`config.mk`:
```
export PLATFORM = sky130hd
export DESIGN_NAME = imem_boot_loader
export DESIGN_NICKNAME = d
export VERILOG_FILES = /design/src/rtl/boot_pkg.sv /design/src/rtl/byte_assembler.sv /design/src/rtl/imem_boot_loader.sv
export SDC_FILE = /design/constraint.sdc
export NUM_CORES = 1
export LEC_CHECK = 0
export CAP_MARGIN = 40
export CELL_PAD_IN_SITES_DETAIL_PLACEMENT = 1
export CELL_PAD_IN_SITES_GLOBAL_PLACEMENT = 1
export CORE_UTILIZATION = 38
export DETAILED_ROUTE_END_ITERATION = 8
export PLACE_DENSITY_LB_ADDON = 0.08
export SYNTH_ARGS = -nofsm -noshare
export SYNTH_HDL_FRONTEND = slang
export SYNTH_SLANG_ARGS = --single-unit
```
`constraint.sdc`:
```
create_clock -name clk -period 3.4 [get_ports clk]
set_clock_uncertainty 0.2 [all_clocks]
set_input_delay 0.51 -clock clk [delete_from_list [all_inputs] [get_ports clk]]
set_output_delay 0.51 -clock clk [all_outputs]
set_load 0.01 [all_outputs]
```
`src/rtl/boot_pkg.sv`:
```
// Shared types and constants for the instruction-memory boot loader.
// The BOOT_CHECKSUM_EN build macro enables the trailing XOR checksum byte.
package boot_pkg;

    typedef enum logic [2:0] {
        IDLE,
        HDR,
        DATA,
        WRITE,
        CHK,
        DONE,
        ERR
    } state_t;

    localparam int BYTES_PER_WORD = 4;
    localparam int HDR_W          = 8;

    // A header H is legal when N = H+1 words fit in a 2^addr_w deep memory.
    function automatic logic hdr_ok(input logic [HDR_W-1:0] h, input int addr_w);
        if (addr_w >= HDR_W) return 1'b1;
        return int'(h) <= ((1 << addr_w) - 1);
    endfunction

endpackage

```
`src/rtl/byte_assembler.sv`:
```
// Little-endian word assembler: the first byte of a word lands in bits [7:0].
module byte_assembler
    import boot_pkg::*;
(
    input  logic                        clk,
    input  logic                        reset,
    input  logic                        shift_en,
    input  logic [7:0]                  byte_in,
    input  logic                        clear,
    output logic [8*BYTES_PER_WORD-1:0] word_out,
    output logic                        word_full
);

    logic [8*BYTES_PER_WORD-1:0] r_word;
    logic [1:0]                  r_cnt;

    always_ff @(posedge clk) begin
        if (!reset) begin
            r_word <= '0;
            r_cnt  <= '0;
        end else if (clear) begin
            r_word <= '0;
            r_cnt  <= '0;
        end else if (shift_en) begin
            r_word <= {byte_in, r_word[8*BYTES_PER_WORD-1:8]};
            r_cnt  <= r_cnt + 2'd1;
        end
    end

    // High while the next accepted byte completes the word.
    assign word_full = (r_cnt == 2'(BYTES_PER_WORD - 1));
    assign word_out  = r_word;

endmodule

```
`src/rtl/imem_boot_loader.sv`:
```
// Byte-stream program loader for the MIPS instruction memory; holds the core in
// reset until a full image is written. Build macro: BOOT_CHECKSUM_EN.
module imem_boot_loader
    import boot_pkg::*;
#(
    parameter int ADDR_W = 5
) (
    input  logic              clk,
    input  logic              reset,
    input  logic              start,
    input  logic              in_valid,
    input  logic [7:0]        in_data,
    output logic              in_ready,
    output logic              imem_we,
    output logic [ADDR_W-1:0] imem_addr,
    output logic [31:0]       imem_wdata,
    output logic              core_reset,
    output logic              busy,
    output logic              done,
    output logic              error
);

    state_t             r_state, w_next;
    logic [HDR_W-1:0]   r_hdr;
    logic [ADDR_W-1:0]  r_addr;
    logic               r_in_ready, r_we, r_core_reset, r_busy, r_done, r_error;
    logic               w_xfer, w_hdr_xfer, w_data_xfer, w_last, w_full;
    logic [31:0]        w_word;

    assign w_xfer      = in_valid && r_in_ready;
    assign w_hdr_xfer  = w_xfer && (r_state == HDR);
    assign w_data_xfer = w_xfer && (r_state == DATA);
    assign w_last      = (32'(r_addr) == 32'(r_hdr));

    byte_assembler u_asm (
        .clk      (clk),
        .reset    (reset),
        .shift_en (w_data_xfer),
        .byte_in  (in_data),
        .clear    (w_hdr_xfer),
        .word_out (w_word),
        .word_full(w_full)
    );

`ifdef BOOT_CHECKSUM_EN
    logic [7:0] r_acc;

    always_ff @(posedge clk) begin
        if (!reset) begin
            r_acc <= '0;
        end else if (w_next == HDR && r_state != HDR) begin
            r_acc <= '0;
        end else if (w_data_xfer) begin
            r_acc <= r_acc ^ in_data;
        end
    end
`endif

    always_comb begin
        w_next = r_state;
        case (r_state)
            IDLE, DONE, ERR: if (start) w_next = HDR;
            HDR:   if (w_xfer) w_next = hdr_ok(in_data, ADDR_W) ? DATA : ERR;
            DATA:  if (w_xfer && w_full) w_next = WRITE;
`ifdef BOOT_CHECKSUM_EN
            WRITE: w_next = w_last ? CHK : DATA;
            CHK:   if (w_xfer) w_next = (in_data == r_acc) ? DONE : ERR;
`else
            WRITE: w_next = w_last ? DONE : DATA;
`endif
            default: w_next = IDLE;
        endcase
    end

    // Outputs are registered from the next state so they line up with r_state.
    always_ff @(posedge clk) begin
        if (!reset) begin
            r_state      <= IDLE;
            r_hdr        <= '0;
            r_addr       <= '0;
            r_in_ready   <= 1'b0;
            r_we         <= 1'b0;
            r_core_reset <= 1'b1;
            r_busy       <= 1'b0;
            r_done       <= 1'b0;
            r_error      <= 1'b0;
        end else begin
            r_state <= w_next;
            if (w_hdr_xfer) begin
                r_hdr  <= in_data;
                r_addr <= '0;
            end else if (r_state == WRITE) begin
                r_addr <= r_addr + {{(ADDR_W-1){1'b0}}, 1'b1};
            end
            r_in_ready   <= (w_next == HDR) || (w_next == DATA) || (w_next == CHK);
            r_we         <= (w_next == WRITE);
            r_core_reset <= (w_next != DONE);
            r_busy       <= (w_next == HDR) || (w_next == DATA) ||
                            (w_next == WRITE) || (w_next == CHK);
            r_done       <= (w_next == DONE);
            r_error      <= (w_next == ERR);
        end
    end

    assign in_ready   = r_in_ready;
    assign imem_we    = r_we;
    assign imem_addr  = r_addr;
    assign imem_wdata = w_word;
    assign core_reset = r_core_reset;
    assign busy       = r_busy;
    assign done       = r_done;
    assign error      = r_error;

endmodule

```
==> key figures, run 1 <==
Status
  – Outcome: finished, final reports clean

Power
  – VDD IR max: 0.000254 V
  – Leak: 0.980 nW
  – Internal power: 0.926 mW
  – Total power: 1.20 mW
  – Combinational power share: 7.2%
  – Net switching power: 0.273 mW
  – Flop pwr share: 56.2%
  – Pwr dens: 413 mW/mm^2
  – Sw frac: 22.7%
  – Power share of the clock group: 36.6%

Yosys
  – Syn nets: 275
  – Unique cell type count in the Yosys netlist: 36
  – Sequential share of the synthesized area: 50.9%
  – Post-synth EDFFs: 0
  – Syn Inst Count: 261
  – Ys flop type: dfxtp_1
  – Share of flip-flops with an asynchronous set or reset: 0%
  – Post-synth design cell area: 0.00220 sq mm
  – Syn_area_per_cell: 8.43 sq um
  – Yosys reg bits: 56
  – Ys Warns: 0

Drt
  – Vias: 1,912
  – Drt wl/cell: 14.2 microns
  – DR DRC count: 0
  – DRT iter0 DRCs: 89
  – Detail Route Antenna Nets: 0
  – DRT Pass-1 Iters: 4
  – Final WL: 5480 microns
  – Vias per cell: 4.95

Critical path
  – Max FO, Critical Path: 5
  – CP arrival: 1.37 ns
  – WS Path Type: flop to primary output
  – CP top delay family: buffers and inverters
  – CP peak stage delay: 0.59 ns
  – Worst path slowest cell: clkdlybuf4s50_1
  – Critical Path RT: 2.69 ns
  – CP Capture Type: primary output
  – Element type at the critical path start: flop
  – CP cell instances: clkdlybuf4s50_1
  – CP Buf/Inv Count: 1

Final layout
  – Most common library cell in the layout ignoring fill and taps: nand2_1
  – Final Net Count: 327
  – Antenna diodes: 0
  – Area delta synth->final: 32.0%
  – Layout cells sized above 1: 5.41%
  – Multi-input gate area: 0.00102 sq mm
  – Cell Count, Final, Fillers Out: 386
  – Fillers: 682
  – Most frequent cells in the layout: nand2_1, dfxtp_1, clkdlybuf4s50_1
  – Sequential Area: 0.00112 sq mm
  – Post-layout util: 52.4%

CTS
  – Post-CTS Hold Fix Bufs: 0
  – Setup bufs post-CTS: 0
  – Clock transition at path regs: 0.10 ns
  – Num CTS Buffers: 5
  – CTS H-tree lvls: 2
  – TritonCTS clock tree: yes
  – Worst-skew pair later-pin latency: 0.31 ns
  – Clk root buf: clkbuf_8
  – Cts repair resizes: 0
  – Clk buf depth: 2
  – Clk sink count: 56

Placement
  – Post-DP HPWL: 3910 microns
  – # placed instances: 378
  – PortBufs: 54
  – RePlAce Congestion: 0.842

Flow run
  – Max cap viols: 0

Die
  – Die width: 78.1 microns
  – Starting Density: 39.7%
  – Total core area: 0.00554 sq mm
  – Die ar.: 0.00610 sq mm
  – Die Y: 78.1 microns
  – Cell Rows: 27
  – I/O Pins: 55

Timing
  – Final-report max-slew violation count: 0
  – Worst-Margin Slew: 0.528 ns
  – Minimum clock period: 2.08 ns
  – Final setup viols: 0
  – Hold Vio Cnt, Final: 0
  – Crit share post-route: 61.2%
  – RSZ-0062 raised after global routing: false
  – Slew headroom: 64.7%
  – Post-route setup TNS: 0 ns
  – Max Clk Rate: 481 MHz

Global routing
  – All-layer global routing usage: 18.9%
  – Largest net degree at the start of global routing: 40
  – Initial antenna violation count: 0
  – First-pass GRT wire length: 8980 microns
  – Vias in the first global route: 1,777
  – GRT overflow: 0

Worst hold path
  – Hold Crit Class: flop to flop
-- worst paths after layout --
check / from / end / slack, ns / depth (start not counted)
setup / recovery: imem_addr[0] / imem_addr[0] / 1.32 / 1
hold reg to reg: u_asm.word_out[5] / u_asm.word_out[5] / 0.26 / 2
setup reg to reg: r_state[1] / in_ready / 1.64 / 4
hold / removal: u_asm.word_out[5] / u_asm.word_out[5] / 0.26 / 2
-- power by group through the flow --
| stage | sequential (mW) | combinational [mW] | clock, mW |
|---|---|---|---|
| 2_1_floorplan | 0.688 | 0.0490 | 0 |
| 3_3_place_gp | 0.688 | 0.0846 | 0 |
| 3_5_place_dp | 0.689 | 0.0860 | 0 |
| 4_1_cts | 0.674 | 0.0862 | 0.453 |
| 5_1_grt | 0.675 | 0.0932 | 0.482 |
| 6_report | 0.674 | 0.0862 | 0.439 |
-- kinds of logic (layout without fill, tap and decap cells) --
kind of cell	count (synthesis)	count (layout)	share of synthesized area [%]
XOR/XNOR	11	11	4.38
AO/OA/AOI/OAI	56	56	15.1
flip-flops	56	56	50.9
adder cells (fa/ha/maj)	2	2	1.14
buffers and inverters	12	65	2.90
AND/OR/NAND/NOR	124	124	25.6
-- metrics by stage --
stage | instance area [sq um] | setup WS [ns] | hold slack (ns)
6_report | 2910 | 1.32 | 0.261
5_1_grt | 2910 | 1.25 | 0.291
4_1_cts | 2910 | 1.30 | 0.264
3_5_place_dp | 2790 | 1.06 | 0.250
3_3_place_gp | 2790 | 1.10 | 0.242
2_1_floorplan | 2200 | 1.80 | 0.240
-- sequential cells by signal, summed over array words and instances (netlist names) --
name / flops
imem_we: 1
r_state: 3
core_reset: 1
error: 1
imem_addr: 5
r_hdr: 8
u_asm.word_out: 32
done: 1
busy: 1
in_ready: 1
u_asm.r_cnt: 2
-- synth_stat cells (2+ instances only) --
cell type | number | area [sq um]
o211ai_1 | 2 | 15.0
and2_1 | 2 | 12.5
clkbuf_1 | 2 | 7.51
buf_2 | 9 | 45.0
and3b_1 | 2 | 17.5
xor2_1 | 3 | 26.3
ha_1 | 2 | 25.0
nand2b_1 | 3 | 18.8
nand2_1 | 89 | 334
nand3_1 | 3 | 15.0
a21boi_0 | 8 | 60.1
dfxtp_1 | 56 | 1120
nand4_1 | 4 | 25.0
a21oi_1 | 36 | 180
o21ai_0 | 2 | 10.0
nor2_1 | 6 | 22.5
xnor2_1 | 8 | 70.1
nor2b_1 | 2 | 12.5
nor3_1 | 5 | 25.0
-- routing by layer --
layer  wire, microns  GRT usage (%)  vias to the layer above
met3             162           3.84                        5
met4              42           5.56                        0
met5               0              0                        -
met1            2790           26.6                      897
li1                -              -                      973
met2            2480           29.2                       37
-- area by class of cell --
| type | count | share of cell area (%) |
|---|---|---|
| repair buffers | 57 | 19.4 |
| multi-input cells | 193 | 35.0 |
| clock buffers | 5 | 2.37 |
| well taps | 72 | 3.10 |
| clock inverters | 3 | 1.59 |
| flip-flops and latches | 56 | 38.6 |
Power figures use the tool's default switching activity.
==> run 2, diff against run 1 <==
Settings changed: CORE_UTILIZATION 38 to 32.
Clock period 3.4 ns to 1.8 ns, I/O delays scaled along.
==> run 2 against run 1 <==
  * The run now ends with design-rule violations left
  * Cell count is 5.4% higher
  * Critical path depth unchanged
  * Non-clock buffer count is 16 higher
  * Global-route usage down 2.4 points
  * Register-to-register slack lost 1.5 ns
  * Sequential cell count unchanged
  * Sequential share of layout area fell by 1.9 points
  * Combinational power up 120%
  * Die area increased by 18%
  * Power increased by 93%
  * Utilization decreased by 4.9 points
  * Critical path type unchanged
==> key figures, run 2 (synthesized netlist as in run 1, its figures left out) <==
CTS
  – TritonCTS clock tree: yes
  – Clk buf depth: 2
  – Worst-skew pair later-pin latency: 0.31 ns
  – Clk sink count: 56
  – Num CTS Buffers: 5
  – Clock transition at path regs: 0.10 ns
  – Clk root buf: clkbuf_8
  – CTS H-tree lvls: 2

Critical path
  – CP Launch Point: in_ready
  – CP arrival: 1.28 ns
  – CP peak stage delay: 0.56 ns
  – WS Path Type: flop to primary output
  – Worst path slowest cell: clkdlybuf4s50_1
  – CP cell instances: clkdlybuf4s50_1
  – Element type at the critical path start: flop
  – CP top delay family: buffers and inverters
  – R2r endpoint: in_ready
  – Max FO, Critical Path: 3
  – Critical Path RT: 1.33 ns
  – Worst r2r src: r_state[2]
  – CP Buf/Inv Count: 1
  – R2r worst-path depth: 5
  – Setup slack, reg-to-reg: 0.11 ns
  – Worst setup path endpoint: in_ready
  – Crit path depth: 1
  – CP Capture Type: primary output

Drt
  – Vias per cell: 4.85
  – Vias: 1,972
  – Final WL: 5760 microns
  – Detail Route Antenna Nets: 0
  – DRT Pass-1 Iters: 9
  – Drt wl/cell: 14.2 microns
  – DRT iter0 DRCs: 63
  – DR DRC count: 6

Global routing
  – First-pass GRT wire length: 9290 microns
  – Largest net degree at the start of global routing: 40
  – GRT overflow: 0
  – Vias in the first global route: 1,852
  – All-layer global routing usage: 16.5%
  – Initial antenna violation count: 0

Status
  – Outcome: finished, violations left
  – Failing checks: design-rule violations

Timing
  – Crit share post-route: 97.4%
  – Worst-Margin Slew: 0.344 ns
  – Final setup viols: 0
  – Max Clk Rate: 570 MHz
  – Hold Vio Cnt, Final: 0
  – RSZ-0062 raised after global routing: true
  – Final worst slack: 0.0464 ns
  – Slew headroom: 76.9%
  – Final-report max-slew violation count: 0
  – Minimum clock period: 1.75 ns
  – Worst hold-check slack: 0.257 ns

Final layout
  – Layout cells sized above 1: 12.7%
  – Largest register FFs: 32
  – Post-layout util: 47.5%
  – Most frequent cells in the layout: nand2_1, clkdlybuf4s50_1, dfxtp_1
  – Cell Count, Final, Fillers Out: 407
  – Final Net Count: 343
  – Antenna diodes: 0
  – Area delta synth->final: 40.2%
  – Most common library cell in the layout ignoring fill and taps: nand2_1

Placement
  – PortBufs: 54
  – Dpl ws: -0.210 ns
  – Post-DP HPWL: 4050 microns
  – # placed instances: 399
  – RePlAce Congestion: 0.776

Die
  – Total core area: 0.00649 sq mm
  – Starting Density: 33.9%
  – Die Y: 84.9 microns
  – Die ar.: 0.00721 sq mm
  – I/O Pins: 55
  – Die width: 84.9 microns
  – Cell Rows: 29

Flow run
  – Max cap viols: 0

Power
  – Leak: 1.11 nW
  – Pwr dens: 751 mW/mm^2
  – VDD IR max: 0.000360 V

Worst hold path
  – Hold Crit Class: flop to flop
  – Worst hold path cell count: 2
  – HP Start: u_asm.word_out[3]
==> run 2: worst min-delay path by stage <==
stage,endpoint
6_report,u_asm.word_out[3]
5_1_grt,u_asm.word_out[0]
4_1_cts,u_asm.word_out[3]
3_5_place_dp,u_asm.word_out[1]
3_3_place_gp,u_asm.word_out[0]
2_1_floorplan,u_asm.word_out[24]
==> run 2: worst register-to-register path: cells and delay by family, from the launching register on <==
family                 cells  cell delay (ns)
buffers and inverters      1             0.16
flip-flops                 1             0.38
AND/OR/NAND/NOR            2             0.38
AO/OA/AOI/OAI              2             0.50
==> run 2: what timing repair did <==
item,in CTS,in global routing
setup buffers,0,0
hold buffers,0,0
gates resized for setup,6,6
endpoints found under the setup margin,4,5
==> run 2: report_power, final <==
group / switching (mW) / total [mW] / internal [mW]
Sequential: 0.0161 / 1.27 / 1.26
Clock: 0.432 / 0.852 / 0.420
Combinational: 0.0962 / 0.193 / 0.0967
Total: 0.544 / 2.32 / 1.77
==> run 2: final cells by class <==
class                   count  area [sq um]
multi-input cells         193          1020
well taps                  77          96.3
fillers                   782          3410
clock inverters             3          47.5
clock buffers               5          68.8
flip-flops and latches     56          1130
repair buffers             73           721
==> run 2: metrics by stage <==
| stage | area [sq um] | setup TNS, ns | power (mW) |
|---|---|---|---|
| floorplan | 2200 | 0 | 1.39 |
| global placement | 2950 | -3.32 | 1.49 |
| detailed placement | 2950 | -5.27 | 1.49 |
| CTS | 3070 | 0 | 2.34 |
| global route | 3090 | -0.0209 | 2.42 |
| finish | 3090 | 0 | 2.32 |
==> run 2: per-layer routing <==
metal	track usage, %	up-vias	share of wire [%]
met4	5.55	0	1.2
met2	24.4	41	43
met3	3.40	4	3.9
met5	0	-	0
met1	24.0	916	52
li1	-	1011	-
==> run 3, diff against run 2 <==
Settings changed: GPL_TIMING_DRIVEN set to 0.
==> run 3 against run 2 <==
  * The flow still finishes with violations (design-rule violations)
  * Non-clock buffer count down 8
  * Global-route usage up 0.88 points
  * Sequential power about the same
  * Critical path type is now primary input to flop
  * Highest routed layer unchanged
==> key figures, run 3 (synthesized netlist as in run 1, its figures left out) <==
Global routing
  – Initial antenna violation count: 0
  – Grt met2 use: 26.4%
  – All-layer global routing usage: 17.4%
  – GRT overflow: 0
  – Met3 usage: 4.18%
  – Global-route met1 utilization: 24.5%
  – Largest net degree at the start of global routing: 20
  – Gr busiest metal: met2
  – First-pass GRT wire length: 9640 microns
  – Vias in the first global route: 1,853

Drt
  – Vias: 1,968
  – DRT iter0 DRCs: 99
  – Drt wl/cell: 15.1 microns
  – Vias per cell: 4.94
  – Detail Route Antenna Nets: 0
  – DRT Pass-1 Iters: 8
  – DR DRC count: 6
  – Final WL: 6000 microns

Timing
  – Final setup viols: 0
  – Slew headroom: 71.3%
  – Crit share post-route: 97.8%
  – Hold Vio Cnt, Final: 0
  – Final-report max-slew violation count: 0
  – Minimum clock period: 1.76 ns
  – RSZ-0062 raised after global routing: false
  – Worst-Margin Slew: 0.427 ns
  – Post-route setup TNS: 0 ns
  – Max Clk Rate: 568 MHz

Worst hold path
  – Hold Crit Class: flop to flop
  – Worst hold path cell count: 2

Critical path
  – CP Capture Type: flop
  – Critical Path RT: 1.78 ns
  – R2r worst-path depth: 4
  – CP arrival: 1.74 ns
  – WS Path Type: primary input to flop
  – Max FO, Critical Path: 5
  – Element type at the critical path start: primary input
  – Setup slack, reg-to-reg: 0.09 ns

Die
  – Total core area: 0.00649 sq mm
  – Cell Rows: 29
  – Starting Density: 33.9%
  – Die ar.: 0.00721 sq mm
  – Die width: 84.9 microns
  – Die Y: 84.9 microns
  – I/O Pins: 55

CTS
  – CTS H-tree lvls: 2
  – Clock transition at path regs: 0.10 ns
  – Worst-skew pair later-pin latency: 0.31 ns
  – Clk sink count: 56
  – Clk root buf: clkbuf_8
  – Setup bufs post-CTS: 0
  – TritonCTS clock tree: yes
  – Clk buf depth: 2
  – Num CTS Buffers: 5

Final layout
  – Most common library cell in the layout ignoring fill and taps: nand2_1
  – Antenna diodes: 0
  – Post-Layout Inst Area: 0.00300 sq mm
  – Fillers: 779
  – Cell Count, Final, Fillers Out: 398
  – Sequential Area: 0.00113 sq mm
  – Multi-input gate area: 0.00104 sq mm
  – Most frequent cells in the layout: nand2_1, clkdlybuf4s50_1, dfxtp_1
  – Area delta synth->final: 36.3%
  – Layout cells sized above 1: 10.6%
  – Final Net Count: 335
  – Largest register FFs: 32

Power
  – Sw frac: 21.5%
  – Internal power: 1.88 mW
  – Total power: 2.40 mW
  – VDD IR max: 0.000325 V
  – Combinational power share: 7.3%
  – Net switching power: 0.517 mW
  – Pwr dens: 800 mW/mm^2
  – Power share of the clock group: 39.7%
  – Flop pwr share: 53.0%
  – Leak: 1.05 nW

Flow run
  – Max cap viols: 0

Status
  – Outcome: finished, violations left
  – Failing checks: design-rule violations

Placement
  – Post-DP HPWL: 4500 microns
  – # placed instances: 392
  – RePlAce Congestion: 0.749
  – PortBufs: 54
  – Placed inst area: 0.00284 sq mm
run 3: cell types whose count changed in the layout (fill, tap and decap cells not counted), sizes merged:
| cell | delta |
|---|---|
| buf | -10 |
| clkbuf | +2 |
| clkdlybuf4s50 | +2 |
| clkinv | -2 |
| dlygate4sd2 | -2 |
| bufinv | +1 |
run 3: worst paths after layout:
kind                          start           endpoint
hold reg to reg   u_asm.word_out[4]  u_asm.word_out[4]
setup / recovery           in_valid         core_reset
setup reg to reg         r_state[2]         core_reset
hold / removal    u_asm.word_out[4]  u_asm.word_out[4]
run 3: power by group through the flow:
stage / clock [mW] / sequential, mW / combinational (mW)
floorplan: 0 / 1.30 / 0.0925
global placement: 0 / 1.30 / 0.169
detailed placement: 0 / 1.30 / 0.173
CTS: 0.973 / 1.27 / 0.173
global route: 1.03 / 1.28 / 0.191
finish: 0.953 / 1.27 / 0.175
run 3: stage by stage:
step           hold WS [ns]  util [%]  setup slack (ns)
2_1_floorplan         0.206         -             0.265
3_3_place_gp          0.241      43.7            -0.339
3_5_place_dp          0.246      43.7            -0.358
4_1_cts               0.261      45.7          0.000860
5_1_grt               0.276      46.2           0.00560
6_report              0.257      46.2            0.0399
run 3: layout make-up:
type | count | area share [%]
Buffer | 11 | 2.00
Clock buffer | 5 | 2.29
Clock inverter | 2 | 2.00
Multi-Input combinational cell | 193 | 34.7
Sequential cell | 56 | 37.7
Tap cell | 77 | 3.21
Timing Repair Buffer | 54 | 18.1
run 3: what timing repair did:
item | in CTS | in global routing
endpoints found under the setup margin | 17 | 30
resized for setup | 4 | 11
hold buffers | 0 | 0
pin swaps | 1 | 1
run 3: per-layer routing:
metal	vias up	part of all wire [%]
met1	935	50
met2	36	46
met5	-	0
li1	991	-
met4	0	1.2
met3	6	3.5
run 3: worst max-delay path, stage by stage:
cell,delay (ns)
clkdlybuf4s50_1,0.52
nand3b_4,0.13
o32a_1,0.44
a31oi_1,0.27
o211ai_1,0.11
